### src/rtl/con_sched_pkg.sv
// Shared types and helpers for the con bus scheduler (state enum, requester
// indices, requester direction).
package con_sched_pkg;

    typedef enum logic [1:0] {
        ST_IDLE  = 2'd0,
        ST_TURN  = 2'd1,
        ST_GRANT = 2'd2
    } sched_state_t;

    localparam logic [1:0] REQ_W = 2'd0;
    localparam logic [1:0] REQ_A = 2'd1;
    localparam logic [1:0] REQ_O = 2'd2;

    // Only the output drainer drives the lanes outward.
    function automatic logic req_dir(input logic [1:0] idx);
        return (idx == REQ_O);
    endfunction

endpackage

### src/rtl/con_arbiter.sv
// Combinational winner selection for the con bus. With CON_SCHED_RR_EN the
// search is round-robin W->A->O starting after ptr; otherwise fixed O > W > A.
module con_arbiter
    import con_sched_pkg::*;
(
    input  logic [2:0] req,
`ifdef CON_SCHED_RR_EN
    input  logic [1:0] ptr,
`endif
    output logic [1:0] win,
    output logic       win_valid
);

`ifdef CON_SCHED_RR_EN
    logic [1:0] ord [3];

    always_comb begin
        case (ptr)
            REQ_W:   begin ord[0] = REQ_A; ord[1] = REQ_O; ord[2] = REQ_W; end
            REQ_A:   begin ord[0] = REQ_O; ord[1] = REQ_W; ord[2] = REQ_A; end
            default: begin ord[0] = REQ_W; ord[1] = REQ_A; ord[2] = REQ_O; end
        endcase
        win_valid = |req;
        if (req[ord[0]])      win = ord[0];
        else if (req[ord[1]]) win = ord[1];
        else                  win = ord[2];
    end
`else
    always_comb begin
        win_valid = |req;
        if (req[REQ_O])      win = REQ_O;
        else if (req[REQ_W]) win = REQ_W;
        else                 win = REQ_A;
    end
`endif

endmodule

### src/rtl/con_bus_scheduler.sv
// Grants the shared con bus to W, A or O with burst capping and a turnaround
// cycle on direction change. Optional round-robin arbitration: CON_SCHED_RR_EN.
//
// state    | meaning
// ST_IDLE  | no owner; arbitrate pending requests
// ST_TURN  | one dead cycle while the lane direction flips
// ST_GRANT | owner holds the bus; beats counted until last/cap/drop
module con_bus_scheduler
    import con_sched_pkg::*;
#(
    parameter int MAX_BURST = 16,
    parameter int CNT_WIDTH = $clog2(MAX_BURST + 1)
) (
    input  logic                 clk,
    input  logic                 rst_in,
    input  logic [2:0]           req,
    input  logic [2:0]           last,
    input  logic                 con_valid,
    input  logic                 con_ready,
    output logic [2:0]           grant,
    output logic                 driving_cons,
    output logic [CNT_WIDTH-1:0] beat_cnt,
    output logic                 busy
);

    sched_state_t         state_q, state_d;
    logic                 dir_q, dir_d;
    logic [1:0]           owner_q, owner_d;
    logic [CNT_WIDTH-1:0] cnt_d;
    logic [2:0]           grant_d;
    logic                 drv_d;
    logic                 beat, cap_hit;
    logic [1:0]           win;
    logic                 win_valid;

`ifdef CON_SCHED_RR_EN
    logic [1:0] ptr_q, ptr_d;

    con_arbiter u_arbiter (
        .req       (req),
        .ptr       (ptr_q),
        .win       (win),
        .win_valid (win_valid)
    );
`else
    con_arbiter u_arbiter (
        .req       (req),
        .win       (win),
        .win_valid (win_valid)
    );
`endif

    assign beat    = con_valid & con_ready & (grant != 3'b000);
    assign cap_hit = (beat_cnt == CNT_WIDTH'(MAX_BURST - 1));
    assign busy    = (state_q != ST_IDLE);

    always_comb begin
        state_d = state_q;
        dir_d   = dir_q;
        owner_d = owner_q;
        cnt_d   = beat_cnt;
`ifdef CON_SCHED_RR_EN
        ptr_d   = ptr_q;
`endif
        case (state_q)
            ST_IDLE: begin
                cnt_d = '0;
                if (win_valid) begin
                    owner_d = win;
                    if (req_dir(win) == dir_q) begin
                        state_d = ST_GRANT;
                    end else begin
                        state_d = ST_TURN;
                        dir_d   = ~dir_q;
                    end
                end
            end
            ST_TURN: state_d = ST_GRANT;
            ST_GRANT: begin
                // A beat coinciding with the owner dropping req still completes.
                if ((beat && (last[owner_q] || cap_hit)) || !req[owner_q]) begin
                    state_d = ST_IDLE;
                    cnt_d   = '0;
`ifdef CON_SCHED_RR_EN
                    ptr_d   = owner_q;
`endif
                end else if (beat) begin
                    cnt_d = beat_cnt + CNT_WIDTH'(1);
                end
            end
            default: state_d = ST_IDLE;
        endcase

        grant_d = 3'b000;
        if (state_d == ST_GRANT) grant_d[owner_d] = 1'b1;
        drv_d = (state_d == ST_GRANT) ? req_dir(owner_d) : ((state_d == ST_IDLE) & dir_d);
    end

    always_ff @(posedge clk) begin
        if (rst_in) begin
            state_q      <= ST_IDLE;
            dir_q        <= 1'b0;
            owner_q      <= REQ_W;
            beat_cnt     <= '0;
            grant        <= 3'b000;
            driving_cons <= 1'b0;
`ifdef CON_SCHED_RR_EN
            ptr_q        <= REQ_O;
`endif
        end else begin
            state_q      <= state_d;
            dir_q        <= dir_d;
            owner_q      <= owner_d;
            beat_cnt     <= cnt_d;
            grant        <= grant_d;
            driving_cons <= drv_d;
`ifdef CON_SCHED_RR_EN
            ptr_q        <= ptr_d;
`endif
        end
    end

endmodule

### config.mk
export PLATFORM = sky130hd
export DESIGN_NAME = con_bus_scheduler
export DESIGN_NICKNAME = d
export VERILOG_FILES = /design/src/rtl/con_sched_pkg.sv /design/src/rtl/con_arbiter.sv /design/src/rtl/con_bus_scheduler.sv
export SDC_FILE = /design/constraint.sdc
export NUM_CORES = 1
export LEC_CHECK = 0
export CAP_MARGIN = 20
export CORE_UTILIZATION = 49
export DETAILED_ROUTE_END_ITERATION = 10
export GPL_TIMING_DRIVEN = 0
export PLACE_DENSITY = 0.85
export SLEW_MARGIN = 20
export SYNTH_ARGS = -nofsm -noshare
export SYNTH_HDL_FRONTEND = slang
export SYNTH_SLANG_ARGS = --single-unit
### constraint.sdc
create_clock -name clk -period 2.8 [get_ports clk]
set_input_delay 0.56 -clock clk [delete_from_list [all_inputs] [get_ports clk]]
set_output_delay 0.56 -clock clk [all_outputs]
set_load 0.05 [all_outputs]
=== Word-level counts from Yosys, hierarchy flattened ===
Index checks and enable logic that the tools add are counted.

* Flip-flop bits (word level): 14
* Input bits: 10
* Output and inout bits: 10
* Word-level logic and storage cells: 57

* Add/subtract/negate cells: 1
* Order comparisons: 3
* Equality and inequality tests: 8
* Muxes and demuxes: 21
* Bitwise logic cells: 5
* Reductions and logical operators: 13

{| class="wikitable"
|+ Operators with widths
! operator !! number
|-
| 2-to-1 mux 2 bit || 6
|-
| 2-to-1 mux 5 bit || 2
|-
| case mux 5 bit (2 select lines) || 1
|-
| == test 2 bit, second input constant || 4
|-
| 2-to-1 mux 1 bit || 8
|-
| < comparator 2 x 3 -> 1 bit, second input constant || 2
|-
| case mux 2 bit (3 select lines) || 1
|-
| adder 5 x 1 -> 5 bit, second input constant || 1
|-
| == test 5 x 4 -> 1 bit, second input constant || 1
|-
| binary-select mux 1 bit (select 2 bit) || 2
|-
| zero test 2 bit || 2
|-
| nonzero test 2 bit || 2
|-
| AND 1 bit || 3
|-
| != test 3 bit, second input constant || 1
|-
| nonzero test 3 bit || 1
|-
| OR reduction 3 bit || 1
|-
| demux 1 bit (select 2 bit) || 1
|-
| == test 2 x 1 -> 1 bit, second input constant || 1
|-
| >= comparator 2 x 1 -> 1 bit, second input constant || 1
|-
| logical AND 1 bit || 2
|-
| logical OR 1 bit || 2
|-
| NOT 1 bit || 2
|-
| AND reduction 2 bit || 1
|-
| OR reduction 2 bit || 1
|-
| other kinds (2) || 2
|}

=== Longest topological paths before layout ===
Gate-level depths: netlist (run 1).

* Depth after elaboration: 10
* Depth in mapped cells: 8
* Mapped depth without buffers: 8

=== Modules after synthesis ===
A second synthesis (run 1) with hierarchy kept.

* Cell total of the unflattened synthesis: 89
* Area total of the unflattened synthesis: 772.0 um^2

{| class="wikitable"
|+ Modules (own cells, without submodules)
! module !! times used !! cells an instance !! area each (um^2)
|-
| con_bus_scheduler || 1 || 86 || 754.5
|-
| con_arbiter || 1 || 3 || 17.5
|}

=== Least setup slack after synthesis (run 1) ===
OpenSTA, ideal clock, no wires.

* Kind: register to register
* From: reg beat_cnt[0]
* To: reg driving_cons
* Library setup time: 0.075 ns
* Arrival time: 2.160 ns
* Required time: 2.725 ns
* Path slack: 0.565 ns
* Cell stages (with the launch flop): 9
* Buffers on the path: 0
* Path through: dfxtp_1 ha_1 and3_1 ha_1 inv_1 o211a_1 o2111a_1 or4b_1 o21ai_0

* Word-level cells in the longest chain between the ends: 9

{| class="wikitable"
|+ RTL lines
! item !! line !! text
|-
| start, declared || con_bus_scheduler.sv:22 || <nowiki>output logic [CNT_WIDTH-1:0] beat_cnt,</nowiki>
|-
| start signal, assigned || con_bus_scheduler.sv:114 || <nowiki>beat_cnt <= cnt_d;</nowiki>
|-
| == test 5 x 4 -> 1 bit * || con_bus_scheduler.sv:54 || <nowiki>assign cap_hit = (beat_cnt == CNT_WIDTH'(MAX_BURST - 1));</nowiki>
|-
| logical OR 1 bit * || con_bus_scheduler.sv:81 || <nowiki>if ((beat && (last[owner_q] || cap_hit)) || !req[owner_q]) begin</nowiki>
|-
| logical AND 1 bit * || con_bus_scheduler.sv:81 ||
|-
| logical OR 1 bit * || con_bus_scheduler.sv:81 ||
|-
| 2-to-1 mux 2 bit * || con_bus_scheduler.sv:81 ||
|-
| case mux 2 bit (3 select lines) * || con_bus_scheduler.sv:65 || <nowiki>case (state_q)</nowiki>
|-
| zero test 2 bit || con_bus_scheduler.sv:96 || <nowiki>drv_d = (state_d == ST_GRANT) ? req_dir(owner_d) : ((state_d == ST_IDLE) & dir_d);</nowiki>
|-
| AND 1 bit || con_bus_scheduler.sv:96 ||
|-
| 2-to-1 mux 1 bit * || con_bus_scheduler.sv:96 ||
|-
| end signal, assigned || con_bus_scheduler.sv:116 || <nowiki>driving_cons <= drv_d;</nowiki>
|-
| end, declared || con_bus_scheduler.sv:21 || <nowiki>output logic driving_cons,</nowiki>
|}

Every way passes the cells marked *; elsewhere a longest branch is shown, timed or not.
A chain may end at the register's enable or synchronous reset.

=== Final worst setup path (run 1) ===
* From: reg state_q[0]
* To: out busy

* Word-level cells in the longest chain between the ends: 1

{| class="wikitable"
|+ RTL lines
! item !! line !! text
|-
| start, declared || con_bus_scheduler.sv:26 || <nowiki>sched_state_t state_q, state_d;</nowiki>
|-
| start signal, assigned || con_bus_scheduler.sv:111 || <nowiki>state_q <= state_d;</nowiki>
|-
| nonzero test 2 bit || con_bus_scheduler.sv:55 || <nowiki>assign busy = (state_q != ST_IDLE);</nowiki>
|-
| end, declared || con_bus_scheduler.sv:23 || <nowiki>output logic busy</nowiki>
|}

No other way between the ends.

==> flow_metrics.py, run 1 <==
metrics = {
    "cts": {
        "hold_buffers": 0,
        "postCtsSetupBuffers": 0,
        "htreeDepth": 1,
        "clockRootBuffer": "clkbuf_4",
        "ctsResizeCount": 0,
        "cts.sinks": 14,
        "cts_buffer_depth": 2,
        "path_clk_slew_ps": 90,
        "cts_buffers": 3,
        "worstSkewPairLatency_ps": 290,
        "cts_tree": "built",
    },
    "sta": {
        "slew_headroom": 0.378,
        "period_share": 0.832,
        "finClkSkew_ps": 1.84,
        "final-setup-viol-count": 0,
        "grt_setup_unrepaired": "no",
        "hold_slack_ps": 527,
        "hold_violations": 0,
        "min_period_ps": 2330,
        "drv_slew": 0,
        "tightest_slew_ps": 922,
        "setup-tns-final_ps": 0,
        "max_freq_mhz": 429,
    },
    "synthesis": {
        "yosys_register_bits": 14,
        "yosysWarnings": 0,
        "synth.area.top_cells": "dfxtp_1 (39%), nor2_1 (5.3%), inv_1 (4.7%)",
        "avgSynthCellArea_um2": 8.18,
        "yosysSeqAreaShare": 0.394,
        "syn-cell-area_um2": 712,
        "synth_top_area_share": 0.394,
        "synth_nets": 99,
        "synth_cell_types": 29,
        "synth_largest_area_cell": "dfxtp_1",
        "synth_cells": 87,
    },
    "detailed_routing": {
        "wl_per_cell_um": 12.7,
        "via_per_inst": 5.80,
        "first_pass_iters": 4,
        "route.antenna.remaining_nets": 0,
        "via_count": 719,
        "drt_iter0_markers": 11,
        "drc": 0,
        "finalWirelength_mm": 1.58,
    },
    "setup_path": {
        "crit_type": "reg -> out",
        "required_ps": 2240,
        "endpoint_kind": "primary output",
        "critPathLaunchType": "register",
        "arrival_ps": 1770,
        "crit_fanout": 7,
    },
    "power": {
        "power_density_nw_per_um2": 544,
        "cellLeakagePower_uw": 0.000381,
        "ir_drop_mv": 0.347,
    },
    "final_layout": {
        "nNetsFinal": 122,
        "final_cells": 124,
        "fin_util": 0.710,
        "mostFrequentLayoutCells": "clkdlybuf4s50_1 (18), dfxtp_1 (14), nor2_1 (10)",
        "final_common_cell": "clkdlybuf4s50_1",
        "area_growth_pct": 33.0,
        "n_fill_cell": 107,
        "insertedDiodeCount": 0,
        "drive_gt1_frac": 0.0550,
    },
    "placed_design": {
        "hpwl_mm": 1.13,
        "dp.cells": 120,
        "port_buffers": 18,
        "routabilityCongestion": 0.814,
    },
    "floorplan": {
        "core_area_um2": 1330,
        "rows": 13,
        "die_x_um": 40.1,
        "io_pins": 20,
        "start_util": 0.534,
        "die_h_um": 40.1,
        "die-area_um2": 1610,
    },
    "run_status": {
        "status": "finished, final reports clean",
    },
    "flow_run": {
        "drv_cap": 0,
    },
    "global_route": {
        "grt.overflow.total": 0,
        "grt_usage": 0.227,
        "grt_pass1_vias": 575,
        "grt_max_degree": 11,
        "grt_pass1_wl_mm": 2.38,
        "antenna_found_initial": 0,
    },
    "min_path": {
        "holdCritPathClass": "reg -> reg",
    },
}
cells by family (layout without fill, tap and decap cells):
family,after synthesis,in the layout,share of synthesized area
fa+ha+maj,2,2,0.0351
mux,3,3,0.0422
compound gates,27,27,0.260
buf+inv,11,33,0.0580
simple gates,30,30,0.211
flops,14,14,0.394
final cells by class:
type	count	area [µm²]	share of cell area
multi-input cells	62	390	0.412
flip-flops and latches	14	280	0.296
repair buffers	18	180	0.190
clock buffers	4	36.3	0.0383
inverters	9	33.8	0.0357
well taps	15	18.8	0.0198
plain buffers	2	7.51	0.00793
synthesized netlist by cell type:
cell,count
o21a_1,1
or4b_1,1
and2_1,1
nand4b_1,1
a32oi_1,3
o21bai_1,1
nor2_1,10
nand3b_1,3
and3_1,2
dfxtp_1,14
o211a_1,1
buf_1,1
mux2i_1,3
clkbuf_1,1
a31oi_1,1
o311ai_0,1
a21boi_0,2
o21ai_0,6
o2111a_1,1
inv_1,9
nor2b_1,1
nand3_1,1
nand2_1,7
a31o_2,1
a21oi_1,6
a21o_2,1
o211ai_1,2
ha_1,2
nor3_1,3
sequential cells by signal, indices dropped and copies added (netlist names):
name and cells:
driving_cons 1, state_q 2, beat_cnt 5, owner_q 2, grant 3, dir_q 1
path summary, 6_finish.rpt:
kind                             startpoint            to  slack (ps)  cells after the start
worst max-delay path             state_q[0]          busy         470                      3
worst min-delay path            beat_cnt[4]   beat_cnt[4]         530                      2
worst max register to register  beat_cnt[0]  driving_cons         750                      8
worst min register to register  beat_cnt[4]   beat_cnt[4]         530                      2
metrics by stage:
step	power, µW	setup WS [ps]	instance area [µm²]
after CTS	514	460	947
final	516	470	947
after global placement	363	448	911
after global routing	536	384	947
after detailed placement	365	450	911
after floorplan	321	565	712
power by group:
group          internal, µW  switching, µW
registers               213           15.4
clock network          79.3           73.2
logic                  54.6           80.4
metal layers:
layer | part of all wire | track usage | vias to the layer above
li1 | - | - | 357
met1 | 0.49 | 0.302 | 335
met2 | 0.45 | 0.335 | 22
met3 | 0.049 | 0.0667 | 5
met4 | 0.016 | 0.103 | 0
met5 | 0 | 0 | -
critical path, stage by stage (launching register included):
cell             delay [ps]
dfxtp_1                 380
nor2_1                  330
inv_1                    70
clkdlybuf4s50_1         700
No activity file was read; power rests on OpenSTA's default activity.
==> run 2, diff against run 1 <==
CORE_UTILIZATION = 45   (was 49)
PLACE_DENSITY = 0.79   (was 0.85)
clock period = 2.4 ns   (was 2.8 ns; I/O delays follow)
==> flow_metrics.py, run 2 (synthesis results as in run 1) <==
metrics = {
    "run_status": {
        "status": "finished, final reports clean",
    },
    "setup_path": {
        "startpoint": "state_q[0]",
        "cp_cell_sequence": "nor2_1, inv_1, clkdlybuf4s50_1",
        "r2r_start": "beat_cnt[0]",
        "endpoint_kind": "primary output",
        "cp_slowest_cell": "clkdlybuf4s50_1",
        "critPathLaunchType": "register",
        "worst_r2r_endpoint": "driving_cons",
        "required_ps": 1920,
        "critPathBufInv": 2,
        "reg2reg_slack_ps": 360,
        "rr_worst_depth": 8,
        "critical_path.max_stage_delay_ps": 700,
        "arrival_ps": 1790,
        "crit_fanout": 7,
        "path_delay_family": "buffers and inverters",
        "crit_type": "reg -> out",
    },
    "final_layout": {
        "nNetsFinal": 122,
        "drive_gt1_frac": 0.0463,
        "n_fill_cell": 134,
        "insertedDiodeCount": 0,
        "final_common_cell": "clkdlybuf4s50_1",
        "area_growth_pct": 31.1,
        "top_register": "beat_cnt",
        "largestRegisters": "beat_cnt: 5 flops, grant: 3 flops",
        "largest_reg_flops": 5,
        "mostFrequentLayoutCells": "clkdlybuf4s50_1 (18), dfxtp_1 (14), nor2_1 (10)",
    },
    "power": {
        "power_density_nw_per_um2": 592,
        "seqPwrFrac": 0.481,
        "p_comb_frac": 0.285,
        "netSwitchingFraction": 0.331,
        "cellLeakagePower_uw": 0.000374,
        "p_switching_uw": 183,
        "clkPwrFrac": 0.234,
        "intPower_uw": 370,
        "ir_drop_mv": 0.413,
    },
    "detailed_routing": {
        "finalWirelength_mm": 1.55,
        "via_count": 700,
        "route.antenna.remaining_nets": 0,
        "first_pass_iters": 4,
        "drc": 0,
        "via_per_inst": 5.69,
        "wl_per_cell_um": 12.6,
        "drt_iter0_markers": 23,
    },
    "min_path": {
        "whs_path_depth": 2,
        "min_to": "dir_q",
        "min-delay-start": "dir_q",
        "holdCritPathClass": "reg -> reg",
    },
    "sta": {
        "grt_setup_unrepaired": "no",
        "fin_ws_ps": 133,
        "period_share": 0.945,
        "hold_violations": 0,
        "final-setup-viol-count": 0,
        "finClkSkew_ps": 0.226,
        "slew_headroom": 0.399,
        "min_period_ps": 2270,
        "max_freq_mhz": 441,
        "setup-tns-final_ps": 0,
        "tightest_slew_ps": 890,
        "drv_slew": 0,
    },
    "global_route": {
        "grt_pass1_vias": 624,
        "grt_usage": 0.193,
        "grt_pass1_wl_mm": 2.66,
        "antenna_found_initial": 0,
        "grt_max_degree": 11,
        "grt.overflow.total": 0,
    },
    "floorplan": {
        "rows": 13,
        "die_h_um": 41.8,
        "core_area_um2": 1380,
        "die-area_um2": 1750,
        "start_util": 0.515,
        "io_pins": 20,
        "die_x_um": 41.8,
    },
    "cts": {
        "cts_buffers": 3,
        "postCtsSetupBuffers": 0,
        "cts_tree": "built",
        "htreeDepth": 1,
        "ctsResizeCount": 0,
        "cts.sinks": 14,
        "cts_buffer_depth": 2,
        "clockRootBuffer": "clkbuf_4",
        "worstSkewPairLatency_ps": 270,
        "hold_buffers": 0,
        "path_clk_slew_ps": 80,
    },
    "placed_design": {
        "dp_slack_ps": 135,
        "hpwl_mm": 1.13,
        "port_buffers": 18,
        "routabilityCongestion": 0.819,
    },
    "flow_run": {
        "drv_cap": 0,
    },
}
run 2: cell count changes in the layout (fill, tap and decap cells not counted):
cell and change:
clkbuf_8 -1
run 2: per-layer routing:
layer,up-vias,global-route usage,part of all wire
li1,358,-,-
met1,320,0.251,0.49
met2,20,0.319,0.45
met3,2,0.0391,0.048
met4,0,0.0581,0.011
met5,-,0,0
run 2: metrics by stage:
step           utilization  cells  cell area [µm²]  hold slack, ps  power [µW]
2_1_floorplan            -     87              712             481         374
3_3_place_gp         0.659    120              911             509         425
3_5_place_dp         0.659    120              911             513         427
4_1_cts              0.675    123              933             525         555
5_1_grt              0.675    123              933             566         582
6_report             0.675    123              933             528         553
run 2: how the worst max path moves through the flow:
| stage | end | slack, ps | cells past startpoint |
|---|---|---|---|
| after floorplan | driving_cons | 160 | 8 |
| after global placement | driving_cons | 140 | 5 |
| after detailed placement | driving_cons | 140 | 5 |
| after CTS | busy | 150 | 3 |
| after global routing | busy | 80 | 3 |
| final | busy | 130 | 3 |
run 2: power by group through the flow:
stage	clock (µW)	combinational, µW	sequential [µW]
6_report	130	157	266
5_1_grt	141	173	269
4_1_cts	132	157	266
3_5_place_dp	0	155	271
3_3_place_gp	0	154	270
2_1_floorplan	0	85.1	289
run 2: final cells by class:
type	instances	area, µm²	share of cell area
Multi-Input combinational cell	62	390	0.418
Buffer	2	7.51	0.00804
Inverter	9	33.8	0.0362
Sequential cell	14	280	0.300
Tap cell	15	18.8	0.0201
Timing Repair Buffer	18	180	0.193
Clock buffer	3	22.5	0.0241
run 2: worst reg2reg max path, cell delays in order (launching register included):
cell,delay [ps]
dfxtp_1,390
ha_1,210
and3_1,170
ha_1,140
inv_1,50
o211a_1,120
o2111a_1,250
o21ai_0,410
o21ai_0,150
==> run 3, diff against run 2 <==
CTS_BUF_LIST = sky130_fd_sc_hd__clkbuf_16   (was unset)
==> flow_metrics.py, run 3 (synthesis results as in run 1) <==
metrics = {
    "setup_path": {
        "critPathLaunchType": "register",
        "crit_type": "reg -> out",
        "required_ps": 1920,
        "r2r_start": "beat_cnt[0]",
        "arrival_ps": 1720,
        "startpoint": "state_q[0]",
        "endpoint_kind": "primary output",
        "crit_fanout": 7,
    },
    "detailed_routing": {
        "finalWirelength_mm": 1.63,
        "wl_per_cell_um": 13.2,
        "drc": 0,
        "first_pass_iters": 4,
        "via_count": 716,
        "via_per_inst": 5.82,
        "drt_iter0_markers": 11,
        "route.antenna.remaining_nets": 0,
    },
    "cts": {
        "clockRootBuffer": "clkbuf_16",
        "path_clk_slew_ps": 40,
        "ctsResizeCount": 0,
        "htreeDepth": 1,
        "cts_tree": "built",
        "hold_buffers": 0,
        "cts_buffers": 3,
        "worstSkewPairLatency_ps": 240,
        "cts_buffer_depth": 2,
        "postCtsSetupBuffers": 0,
        "cts.sinks": 14,
    },
    "power": {
        "seqPwrFrac": 0.366,
        "netSwitchingFraction": 0.273,
        "clkPwrFrac": 0.418,
        "cellLeakagePower_uw": 0.000397,
        "power_density_nw_per_um2": 740,
        "ir_drop_mv": 0.534,
        "intPower_uw": 531,
        "p_comb_frac": 0.216,
        "p_switching_uw": 199,
    },
    "final_layout": {
        "area_growth_pct": 38.5,
        "final_cells": 123,
        "nNetsFinal": 122,
        "top_register": "beat_cnt",
        "mostFrequentLayoutCells": "clkdlybuf4s50_1 (18), dfxtp_1 (14), nor2_1 (10)",
        "final_common_cell": "clkdlybuf4s50_1",
        "drive_gt1_frac": 0.0463,
        "largest_reg_flops": 5,
        "fin_util": 0.713,
        "largestRegisters": "beat_cnt: 5 flops, grant: 3 flops",
        "insertedDiodeCount": 0,
    },
    "sta": {
        "drv_slew": 0,
        "finClkSkew_ps": 1.17,
        "hold_violations": 0,
        "final-setup-viol-count": 0,
        "fin_ws_ps": 200,
        "min_period_ps": 2200,
        "setup-tns-final_ps": 0,
        "period_share": 0.917,
        "tightest_slew_ps": 930,
        "slew_headroom": 0.372,
        "grt_setup_unrepaired": "no",
        "max_freq_mhz": 455,
        "hold_slack_ps": 520,
    },
    "global_route": {
        "grt.overflow.total": 0,
        "grt_max_degree": 11,
        "grt_pass1_vias": 662,
        "grt_pass1_wl_mm": 2.86,
        "antenna_found_initial": 0,
        "grt_usage": 0.212,
    },
    "floorplan": {
        "die_h_um": 41.8,
        "core_area_um2": 1380,
        "start_util": 0.515,
        "rows": 13,
        "die_x_um": 41.8,
        "die-area_um2": 1750,
        "io_pins": 20,
    },
    "flow_run": {
        "drv_cap": 0,
    },
    "placed_design": {
        "routabilityCongestion": 0.819,
        "dp_slack_ps": 135,
        "dp.cells": 120,
        "hpwl_mm": 1.13,
        "port_buffers": 18,
    },
    "min_path": {
        "min-delay-start": "dir_q",
        "holdCritPathClass": "reg -> reg",
    },
    "run_status": {
        "status": "finished, final reports clean",
    },
}
-- run 3: cell counts in the layout (fill, tap and decap cells not counted) --
Identical to the previous run, type by type.
-- run 3: critical path: stages, from the launching register on --
cell and delay, ps:
dfxtp_1 360, nor2_1 340, inv_1 70, clkdlybuf4s50_1 700
-- run 3: path summary, 6_finish.rpt --
path	end	slack (ps)	cells past startpoint
max	busy	200	3
min	dir_q	520	2
max reg2reg	driving_cons	300	8
min reg2reg	dir_q	520	2
-- run 3: metrics by stage --
stage / total power [µW] / cell area [µm²]
6_report: 730 / 986
5_1_grt: 764 / 986
4_1_cts: 734 / 986
3_5_place_dp: 427 / 911
3_3_place_gp: 425 / 911
2_1_floorplan: 374 / 712
-- run 3: final cells by class --
cell class	count	area (µm²)
buffer	2	7.51
clock buffer	3	75.1
fill	119	397
inverter	9	33.8
multi-input combinational	62	390
sequential	14	280
tap	15	18.8
timing repair buffer	18	180
-- run 3: metal layers --
metal | vias up | global-route usage | routed length [µm]
li1 | 356 | - | -
met1 | 337 | 0.254 | 790
met2 | 21 | 0.353 | 746
met3 | 2 | 0.0652 | 78
met4 | 0 | 0.0774 | 14
met5 | - | 0 | 0
-- run 3: power by group through the flow --
| stage | sequential [µW] | clock, µW | combinational (µW) |
|---|---|---|---|
| CTS | 267 | 309 | 158 |
| floorplan | 289 | 0 | 85.1 |
| finish | 268 | 305 | 158 |
| global placement | 270 | 0 | 154 |
| detailed placement | 271 | 0 | 155 |
| global route | 270 | 320 | 173 |
